File: config.mk
export PLATFORM = sky130hd
export DESIGN_NAME = camera_capture
export DESIGN_NICKNAME = d
export VERILOG_FILES = /design/src/rtl/camera_pkg.sv /design/src/rtl/cam_sync.sv /design/src/rtl/camera_capture.sv
export SDC_FILE = /design/constraint.sdc
export NUM_CORES = 1
export LEC_CHECK = 0
export ABC_AREA = 0
export BUFFER_PORTS_ARGS = -buffer_cell sky130_fd_sc_hd__buf_4
export CAP_MARGIN = 20
export CORE_AREA = 5 5 110 112
export CTS_BUF_LIST = sky130_fd_sc_hd__clkbuf_4 sky130_fd_sc_hd__clkbuf_8
export CTS_CLUSTER_DIAMETER = 200
export DETAILED_ROUTE_END_ITERATION = 8
export DIE_AREA = 0 0 115 117
export PLACE_DENSITY_LB_ADDON = 0.2
export SLEW_MARGIN = 20
export SYNTH_ARGS = -nofsm -noshare
export SYNTH_HDL_FRONTEND = slang
export SYNTH_HIERARCHICAL = 1
export SYNTH_SLANG_ARGS = --single-unit
File: constraint.sdc
create_clock -name HCLK -period 3.9 [get_ports HCLK]
set_input_delay 0.78 -clock HCLK [delete_from_list [all_inputs] [get_ports HCLK]]
set_output_delay 0.78 -clock HCLK [all_outputs]
set_load 0.02 [all_outputs]
File: src/rtl/camera_pkg.sv
// Shared types and constants for the DVP camera capture block.
// Byte-lane constants place each RGB565 pixel's high byte first, pixel 0 in the low halfword.
package camera_pkg;

    localparam int ADDR_W = 16;
    localparam int DATA_W = 32;

    localparam int CTL_PCLK  = 0;
    localparam int CTL_HREF  = 1;
    localparam int CTL_VSYNC = 2;
    localparam int CTL_W     = 3;

    typedef enum logic [1:0] {
        ST_IDLE    = 2'd0,
        ST_WAIT_VS = 2'd1,
        ST_CAPTURE = 2'd2,
        ST_DONE    = 2'd3
    } cap_state_e;

    localparam logic [1:0] LANE_BYTE0 = 2'd1;
    localparam logic [1:0] LANE_BYTE1 = 2'd0;
    localparam logic [1:0] LANE_BYTE2 = 2'd3;
    localparam logic [1:0] LANE_BYTE3 = 2'd2;

    function automatic logic [1:0] byte_lane(input logic [1:0] idx);
        logic [1:0] lane;
        unique case (idx)
            2'd0:    lane = LANE_BYTE0;
            2'd1:    lane = LANE_BYTE1;
            2'd2:    lane = LANE_BYTE2;
            default: lane = LANE_BYTE3;
        endcase
        return lane;
    endfunction

endpackage

File: src/rtl/cam_sync.sv
// Two-flop synchronizer plus history flop; edge pulses are registered so that
// dout and the rise/fall pulses refer to the same sampled value.
module cam_sync #(
    parameter int WIDTH = 1
) (
    input  logic             clk,
    input  logic             rst_n,
    input  logic [WIDTH-1:0] din,
    output logic [WIDTH-1:0] dout,
    output logic [WIDTH-1:0] rise,
    output logic [WIDTH-1:0] fall
);

    logic [WIDTH-1:0] meta_q, meta_d;
    logic [WIDTH-1:0] sync_q, sync_d;
    logic [WIDTH-1:0] hist_q, hist_d;
    logic [WIDTH-1:0] rise_q, rise_d;
    logic [WIDTH-1:0] fall_q, fall_d;

    always_comb begin
        meta_d = din;
        sync_d = meta_q;
        hist_d = sync_q;
        rise_d = sync_q & ~hist_q;
        fall_d = ~sync_q & hist_q;
    end

    always_ff @(posedge clk or negedge rst_n) begin
        if (!rst_n) begin
            meta_q <= '0;
            sync_q <= '0;
            hist_q <= '0;
            rise_q <= '0;
            fall_q <= '0;
        end else begin
            meta_q <= meta_d;
            sync_q <= sync_d;
            hist_q <= hist_d;
            rise_q <= rise_d;
            fall_q <= fall_d;
        end
    end

    assign dout = hist_q;
    assign rise = rise_q;
    assign fall = fall_q;

endmodule

File: src/rtl/camera_capture.sv
// Captures one DVP RGB565 frame per request into the frame-buffer RAM as packed 32-bit words.
// State table:  IDLE | wait for request ; WAIT_VS | wait frame start ; CAPTURE | pack/write ; DONE | frame-done pulse
module camera_capture
    import camera_pkg::*;
#(
    parameter int H_PIXELS = 320,
    parameter int V_LINES  = 240
) (
    input  logic              HCLK,
    input  logic              HRESETn,
    input  logic              CAM_PCLK,
    input  logic              CAM_VSYNC,
    input  logic              CAM_HREF,
    input  logic [7:0]        CAM_DATA,
    input  logic              DATA_VALID,
    output logic              DATA_READY,
    output logic              WE,
    output logic [ADDR_W-1:0] WADDR,
    output logic [DATA_W-1:0] WDATA,
    output logic              BUSY,
    output logic              SHORT_FRAME
);

    localparam int WORDS = H_PIXELS * V_LINES / 2;
    localparam logic [ADDR_W-1:0] LAST_ADDR = ADDR_W'(WORDS - 1);

    logic [CTL_W-1:0] ctl_s, ctl_rise, ctl_fall;
    logic [7:0]       data_s, data_rise_unused, data_fall_unused;
    logic             ctl_unused;

    cam_sync #(.WIDTH(CTL_W)) u_ctl_sync (
        .clk   (HCLK),
        .rst_n (HRESETn),
        .din   ({CAM_VSYNC, CAM_HREF, CAM_PCLK}),
        .dout  (ctl_s),
        .rise  (ctl_rise),
        .fall  (ctl_fall)
    );

    cam_sync #(.WIDTH(8)) u_data_sync (
        .clk   (HCLK),
        .rst_n (HRESETn),
        .din   (CAM_DATA),
        .dout  (data_s),
        .rise  (data_rise_unused),
        .fall  (data_fall_unused)
    );

    logic byte_accept, vs_rise, vs_fall;

    assign byte_accept = ctl_rise[CTL_PCLK] & ctl_s[CTL_HREF];
    assign vs_rise     = ctl_rise[CTL_VSYNC];
    assign vs_fall     = ctl_fall[CTL_VSYNC];
    assign ctl_unused  = ^{ctl_s[CTL_PCLK], ctl_s[CTL_VSYNC], ctl_rise[CTL_HREF],
                           ctl_fall[CTL_PCLK], ctl_fall[CTL_HREF]};

    cap_state_e        state_q, state_d;
    logic [1:0]        byte_cnt_q, byte_cnt_d;
    logic [DATA_W-1:0] pack_q, pack_d;
    logic [ADDR_W-1:0] waddr_q, waddr_d;
    logic [DATA_W-1:0] wdata_q, wdata_d;
    logic              we_q, we_d;
    logic              ready_q, ready_d;
    logic              short_q, short_d;
    logic [4:0]        lane_lsb;

    assign lane_lsb = {byte_lane(byte_cnt_q), 3'b000};

    always_comb begin
        state_d    = state_q;
        byte_cnt_d = byte_cnt_q;
        pack_d     = pack_q;
        waddr_d    = waddr_q;
        wdata_d    = wdata_q;
        we_d       = 1'b0;
        ready_d    = 1'b0;
        short_d    = short_q;

        unique case (state_q)
            ST_IDLE: begin
                if (DATA_VALID) begin
                    state_d = ST_WAIT_VS;
                end
            end
            ST_WAIT_VS: begin
                if (vs_fall) begin
                    state_d    = ST_CAPTURE;
                    byte_cnt_d = 2'd0;
                    waddr_d    = '0;
                    short_d    = 1'b0;
                end
            end
            ST_CAPTURE: begin
                // A completed final write wins over a coincident VSYNC rise.
                if (we_q && (waddr_q == LAST_ADDR)) begin
                    state_d = ST_DONE;
                    ready_d = 1'b1;
                end else if (vs_rise) begin
                    state_d = ST_DONE;
                    ready_d = 1'b1;
                    short_d = 1'b1;
                end else begin
                    if (we_q) begin
                        waddr_d = waddr_q + 1'b1;
                    end
                    if (byte_accept) begin
                        pack_d[lane_lsb +: 8] = data_s;
                        byte_cnt_d            = byte_cnt_q + 2'd1;
                        if (byte_cnt_q == 2'd3) begin
                            we_d    = 1'b1;
                            wdata_d = pack_d;
                        end
                    end
                end
            end
            ST_DONE: begin
                state_d = ST_IDLE;
            end
            default: begin
                state_d = ST_IDLE;
            end
        endcase
    end

    always_ff @(posedge HCLK or negedge HRESETn) begin
        if (!HRESETn) begin
            state_q    <= ST_IDLE;
            byte_cnt_q <= 2'd0;
            pack_q     <= '0;
            waddr_q    <= '0;
            wdata_q    <= '0;
            we_q       <= 1'b0;
            ready_q    <= 1'b0;
            short_q    <= 1'b0;
        end else begin
            state_q    <= state_d;
            byte_cnt_q <= byte_cnt_d;
            pack_q     <= pack_d;
            waddr_q    <= waddr_d;
            wdata_q    <= wdata_d;
            we_q       <= we_d;
            ready_q    <= ready_d;
            short_q    <= short_d;
        end
    end

    assign DATA_READY  = ready_q;
    assign WE          = we_q;
    assign WADDR       = waddr_q;
    assign WDATA       = wdata_q;
    assign BUSY        = (state_q != ST_IDLE);
    assign SHORT_FRAME = short_q;

endmodule

== After elaboration in Yosys (flattened, before gate mapping) ==
Cells that the tools add are included.

* Flip-flop bits (word level): 126
* Input bits: 14
* Logic and storage cells: 83

* Add/subtract/negate cells: 3
* Equal/unequal tests: 15
* Shift operators: 2
* Muxes and demuxes: 29
* Bitwise operators: 7
* Reduce and logical (&&, ||, !) cells: 11

{| class="wikitable"
|+ Operator list
! cell !! number
|-
| $mux W16 || 4
|-
| $bwmux W32 || 1
|-
| $pmux W16 S2 || 1
|-
| $shift A8 B7 Y32 const A || 1
|-
| $shiftx A8 B7 Y32 || 1
|-
| $add A16 B1 Y16 const B || 1
|-
| $eq A16 B16 Y1 const B || 1
|-
| $mux W2 || 8
|-
| $reduce_and A5 Y1 || 3
|-
| $mux W1 || 11
|-
| $ne A2 B2 Y1 const B || 5
|-
| $eq A2 B2 Y1 const B || 4
|-
| $pmux W2 S4 || 1
|-
| $reduce_and A4 Y1 || 2
|-
| $neg A5 Y7 || 1
|-
| $and A3 B3 Y3 || 2
|-
| $not A3 Y3 || 2
|-
| $pmux W2 S3 || 1
|-
| $eq A2 B1 Y1 const B || 2
|-
| $logic_not A2 Y1 || 2
|-
| $ne A2 B1 Y1 const B || 2
|-
| $pmux W2 S2 || 1
|-
| $reduce_bool A2 Y1 || 2
|-
| $ne A3 B2 Y1 const B || 1
|-
| other kinds (6) || 7
|}

== Longest topological paths before layout ==
* Depth after elaboration: 6
* Mapped depth: 9
* Gate-level depth less buffers: 7

== Hierarchy ==
Netlist, hierarchy kept.

{| class="wikitable"
|+ By module, submodules not included
! module !! instances !! cells an instance !! area each (µm²) !! seq. area each (µm²)
|-
| camera_capture || 1 || 370 || 3806.2 || 1976.9
|-
| cam_sync (u_data_sync) || 1 || 56 || 1141.1 || 1001.0
|-
| cam_sync (u_ctl_sync) || 1 || 21 || 427.9 || 375.4
|}

== Least setup slack after synthesis ==
OpenSTA, ideal clock, no wires.

* Path type: register to register
* Start point: reg waddr_q[0], in the netlist WADDR[0]
* End point: reg waddr_q[9], in the netlist WADDR[9]
* Data arrival time: 1.978 ns
* Data required time: 3.779 ns
* Path slack: 1.801 ns
* Stages on the path, launching flop included: 8
* Path buffers: 1
* Period minus slack after synthesis: 2.099 ns
* Cell sequence: dfrtp_1 > ha_1 > nor4bb_1 > and4_1 > buf_2 > nand3b_1 > mux2_1 > a22o_1

* Word-level cells in the longest chain between the ends: 5
* Elaborated cells between the ends (all ways): 9
* Classes of those cells: add/sub: 1; eq/ne: 2; mux: 4; reduce/logical: 2

{| class="wikitable"
|+ RTL lines
! item !! line !! source
|-
| from (decl) || camera_capture.sv:60 || <nowiki>logic [ADDR_W-1:0] waddr_q, waddr_d;</nowiki>
|-
| from (signal assigned) || camera_capture.sv:139 || <nowiki>waddr_q <= waddr_d;</nowiki>
|-
| $add A16 B1 Y16 || camera_capture.sv:104 || <nowiki>waddr_d = waddr_q + 1'b1;</nowiki>
|-
| $mux W16 || camera_capture.sv:103 || <nowiki>if (we_q) begin</nowiki>
|-
| $mux W16 || camera_capture.sv:98 || <nowiki>end else if (vs_rise) begin</nowiki>
|-
| $mux W16 || camera_capture.sv:95 || <nowiki>if (we_q && (waddr_q == LAST_ADDR)) begin</nowiki>
|-
| $pmux W16 S2 || camera_capture.sv:79 || <nowiki>unique case (state_q)</nowiki>
|}

Several ways; a longest one is shown, not always the timed one. The select of a mux whose other input is x is not followed.
A chain may end at the register's enable or synchronous reset.

== Worst setup path in the final report ==
* Start point: reg state_q[0]
* End point: reg pack_q[30]

* Word-level cells in the longest chain between the ends: 2

{| class="wikitable"
|+ RTL lines
! item !! line !! source
|-
| from (decl) || camera_capture.sv:57 || <nowiki>cap_state_e state_q, state_d;</nowiki>
|-
| from (signal assigned) || camera_capture.sv:136 || <nowiki>state_q <= state_d;</nowiki>
|-
| $eq A2 B2 Y1 || camera_capture.sv:79 ||
|-
| $reduce_and A4 Y1 (no source line) || - ||
|-
| to (signal assigned) || camera_capture.sv:138 || <nowiki>pack_q <= pack_d;</nowiki>
|-
| to (decl) || camera_capture.sv:59 || <nowiki>logic [DATA_W-1:0] pack_q, pack_d;</nowiki>
|}

Every way passes these cells.

==> metrics.yaml <==
outcome:
  status: "finished, final reports clean"
cts:
  numCtsBuffers: 17
  postCtsHoldBufs: 0
  cts_resized: 0
  cts_root_buf: "clkbuf_8"
  htreeDepth: 4
  post_cts_buffers: 0
  cts_buffer_depth: 2
  clkTransAtPathRegs_ps: 70
  cts_tree: "built"
  cts_num_sinks: 115
  insertion_delay_ps: 430
pwr:
  pwr-share-comb_pct: 20.5
  seqPwrFrac_pct: 42.4
  power.density_nw_per_um2: 561
  power.total_mw: 3.24
  p_clk_share_pct: 37.1
  leakage_nw: 2.74
  vdd_drop_max_mv: 0.291
  p_int_mw: 2.27
  p_sw_uw: 970
  netSwitchingFraction_pct: 29.9
die:
  core.rowCount: 39
  num_io_pins: 66
  die_height_um: 117
  die_w_um: 115
  dieArea_um2: 13500
  start_util_pct: 42.5
  core_um2: 11100
setup_path:
  endpoint_kind: "flip-flop"
  path_cells: "inv_1 -> ha_1 -> buf_4 -> and4b_1 -> nor2b_1 -> nand2_1 -> mux2_2"
  crit_arrival_ps: 2680
  start_kind: "flip-flop"
  crit_required_ps: 4200
  critPathKind: "flip-flop to flip-flop"
  cpMaxStageDelayCell: "dfrtp_1"
  max_stage_delay_ps: 410
  cp_max_fo: 25
worst_hold_path:
  min_path_type: "input pin to asynchronous set/reset pin"
detailed_routing:
  wl_met3_um: 542
  routed.top_layer: "met4"
  wl_mm: 9.48
  routed_via_density: 5.14
  drc: 0
  vias: 3231
  drt_iter0_drc: 112
  dr_wl_met2_mm: 4.37
  detail_route.first_pass.iterations: 4
  met1_length_mm: 4.39
  wire_per_inst_um: 15.1
  antenna_left: 0
global_route:
  antenna_found_initial: 0
  grt_pass1_vias: 3233
  grtUsageTotal_pct: 15.3
  grt_max_degree: 98
  grt_pass1_wl_mm: 15.9
  overflow: 0
final_layout:
  diodes: 0
  area_growth_pct: 22.3
  fin_area_um2: 5790
  layout.nets: 498
  drive_gt1_share_pct: 24.9
  fillers: 1005
  multi_input_area_um2: 1720
  postLayoutCoreUtil_pct: 52.0
  regArea_um2: 2880
  final_cells: 629
sta:
  fin_crit_sh_pct: 61.0
  relSlewSlack_pct: 57.8
  slew_violations: 0
  tightest_slew_ps: 629
  skew_ps: 14.2
  tns_ps: 0
  setup_viol_count_final: 0
  final_hold_viol_count: 0
  grt_setup_unrepaired: "no"
  min_period_ps: 2380
  timing.fmax_mhz: 421
synthesis:
  yosys_warnings: 6
  synthesis.area_um2: 4730
  syn-mean-instance-area_um2: 11.6
  syn_nets: 434
  syn_inst: 409
placed_design:
  hpwl_mm: 6.33
  routabilityCongestion: 0.805
  placed_area_um2: 5340
  io_buffers: 65
  dp.cells: 597
job:
  max_cap_viol_count: 0
==> cell type report <==
| type | instances | area share (%) |
|---|---|---|
| inverters | 9 | 0.584 |
| flip-flops and latches | 115 | 49.7 |
| well taps | 143 | 3.09 |
| multi-input cells | 260 | 29.6 |
| repair buffers | 70 | 9.30 |
| clock inverters | 12 | 2.90 |
| clock buffers | 20 | 4.76 |
==> per-stage QoR <==
step / setup WS (ps) / hold slack, ps
floorplan: 1800 / 331
global placement: 1640 / 333
detailed placement: 1550 / 335
CTS: 1530 / 211
global route: 1400 / 213
finish: 1520 / 228
==> critical path: cells and delay by family, from the launching register on <==
family,cells,cell delay (ps)
AND/OR/NAND/NOR,3,950
flip-flops,1,410
buffers and inverters,2,380
multiplexers,1,360
adder cells (fa/ha/maj),1,160
==> path summary, 6_finish.rpt <==
check | from | to | slack [ps] | cells past startpoint
worst max register to register | state_q[0] | pack_q[30] | 1520 | 7
worst max-delay path | state_q[0] | pack_q[30] | 1520 | 7
min in group HCLK | u_data_sync/hist_d[3] | u_data_sync/dout[3] | 350 | 0
worst min-delay path | HRESETn | WADDR[15] | 230 | 1
max in group asynchronous | HRESETn | u_ctl_sync/dout[1] | 2880 | 2
worst min register to register | u_data_sync/hist_d[3] | u_data_sync/dout[3] | 350 | 0
==> layout by cell type, fill, tap and decap left out, types with 5 or more instances in the layout <==
cell	n
a21oi_1	16
nor2_1	10
inv_6	5
o21a_1	5
mux2i_1	8
o21ai_0	43
nor2b_1	18
mux2_2	12
nand2_1	52
dfrtp_1	115
buf_4	69
ha_1	11
and4_1	5
a22o_1	28
o31ai_1	5
inv_1	9
clkbuf_8	20
==> layer usage <==
| layer | vias up | track usage (%) |
|---|---|---|
| li1 | 1573 | - |
| met1 | 1567 | 21.0 |
| met2 | 75 | 22.2 |
| met3 | 16 | 4.37 |
| met4 | 0 | 7.67 |
| met5 | - | 0 |
==> power by group through the flow <==
stage	logic, mW	registers (mW)	clock network [mW]
floorplan	0.474	1.39	0
global placement	0.654	1.39	0
detailed placement	0.670	1.40	0
CTS	0.674	1.37	1.24
global route	0.750	1.39	1.30
finish	0.665	1.38	1.20
==> flip-flops by register name (all words and copies together) (netlist names) <==
register / flops
WADDR: 16
state_q: 2
byte_cnt_q: 2
pack_q: 24
WE: 1
u_data_sync/dout: 8
u_ctl_sync/rise: 2
u_ctl_sync/meta_q: 3
DATA_READY: 1
u_data_sync/meta_q: 8
u_ctl_sync/fall: 1
u_ctl_sync/hist_d: 3
u_data_sync/hist_d: 8
SHORT_FRAME: 1
u_ctl_sync/dout: 3
WDATA: 32
(Power assumes the default switching activity.)
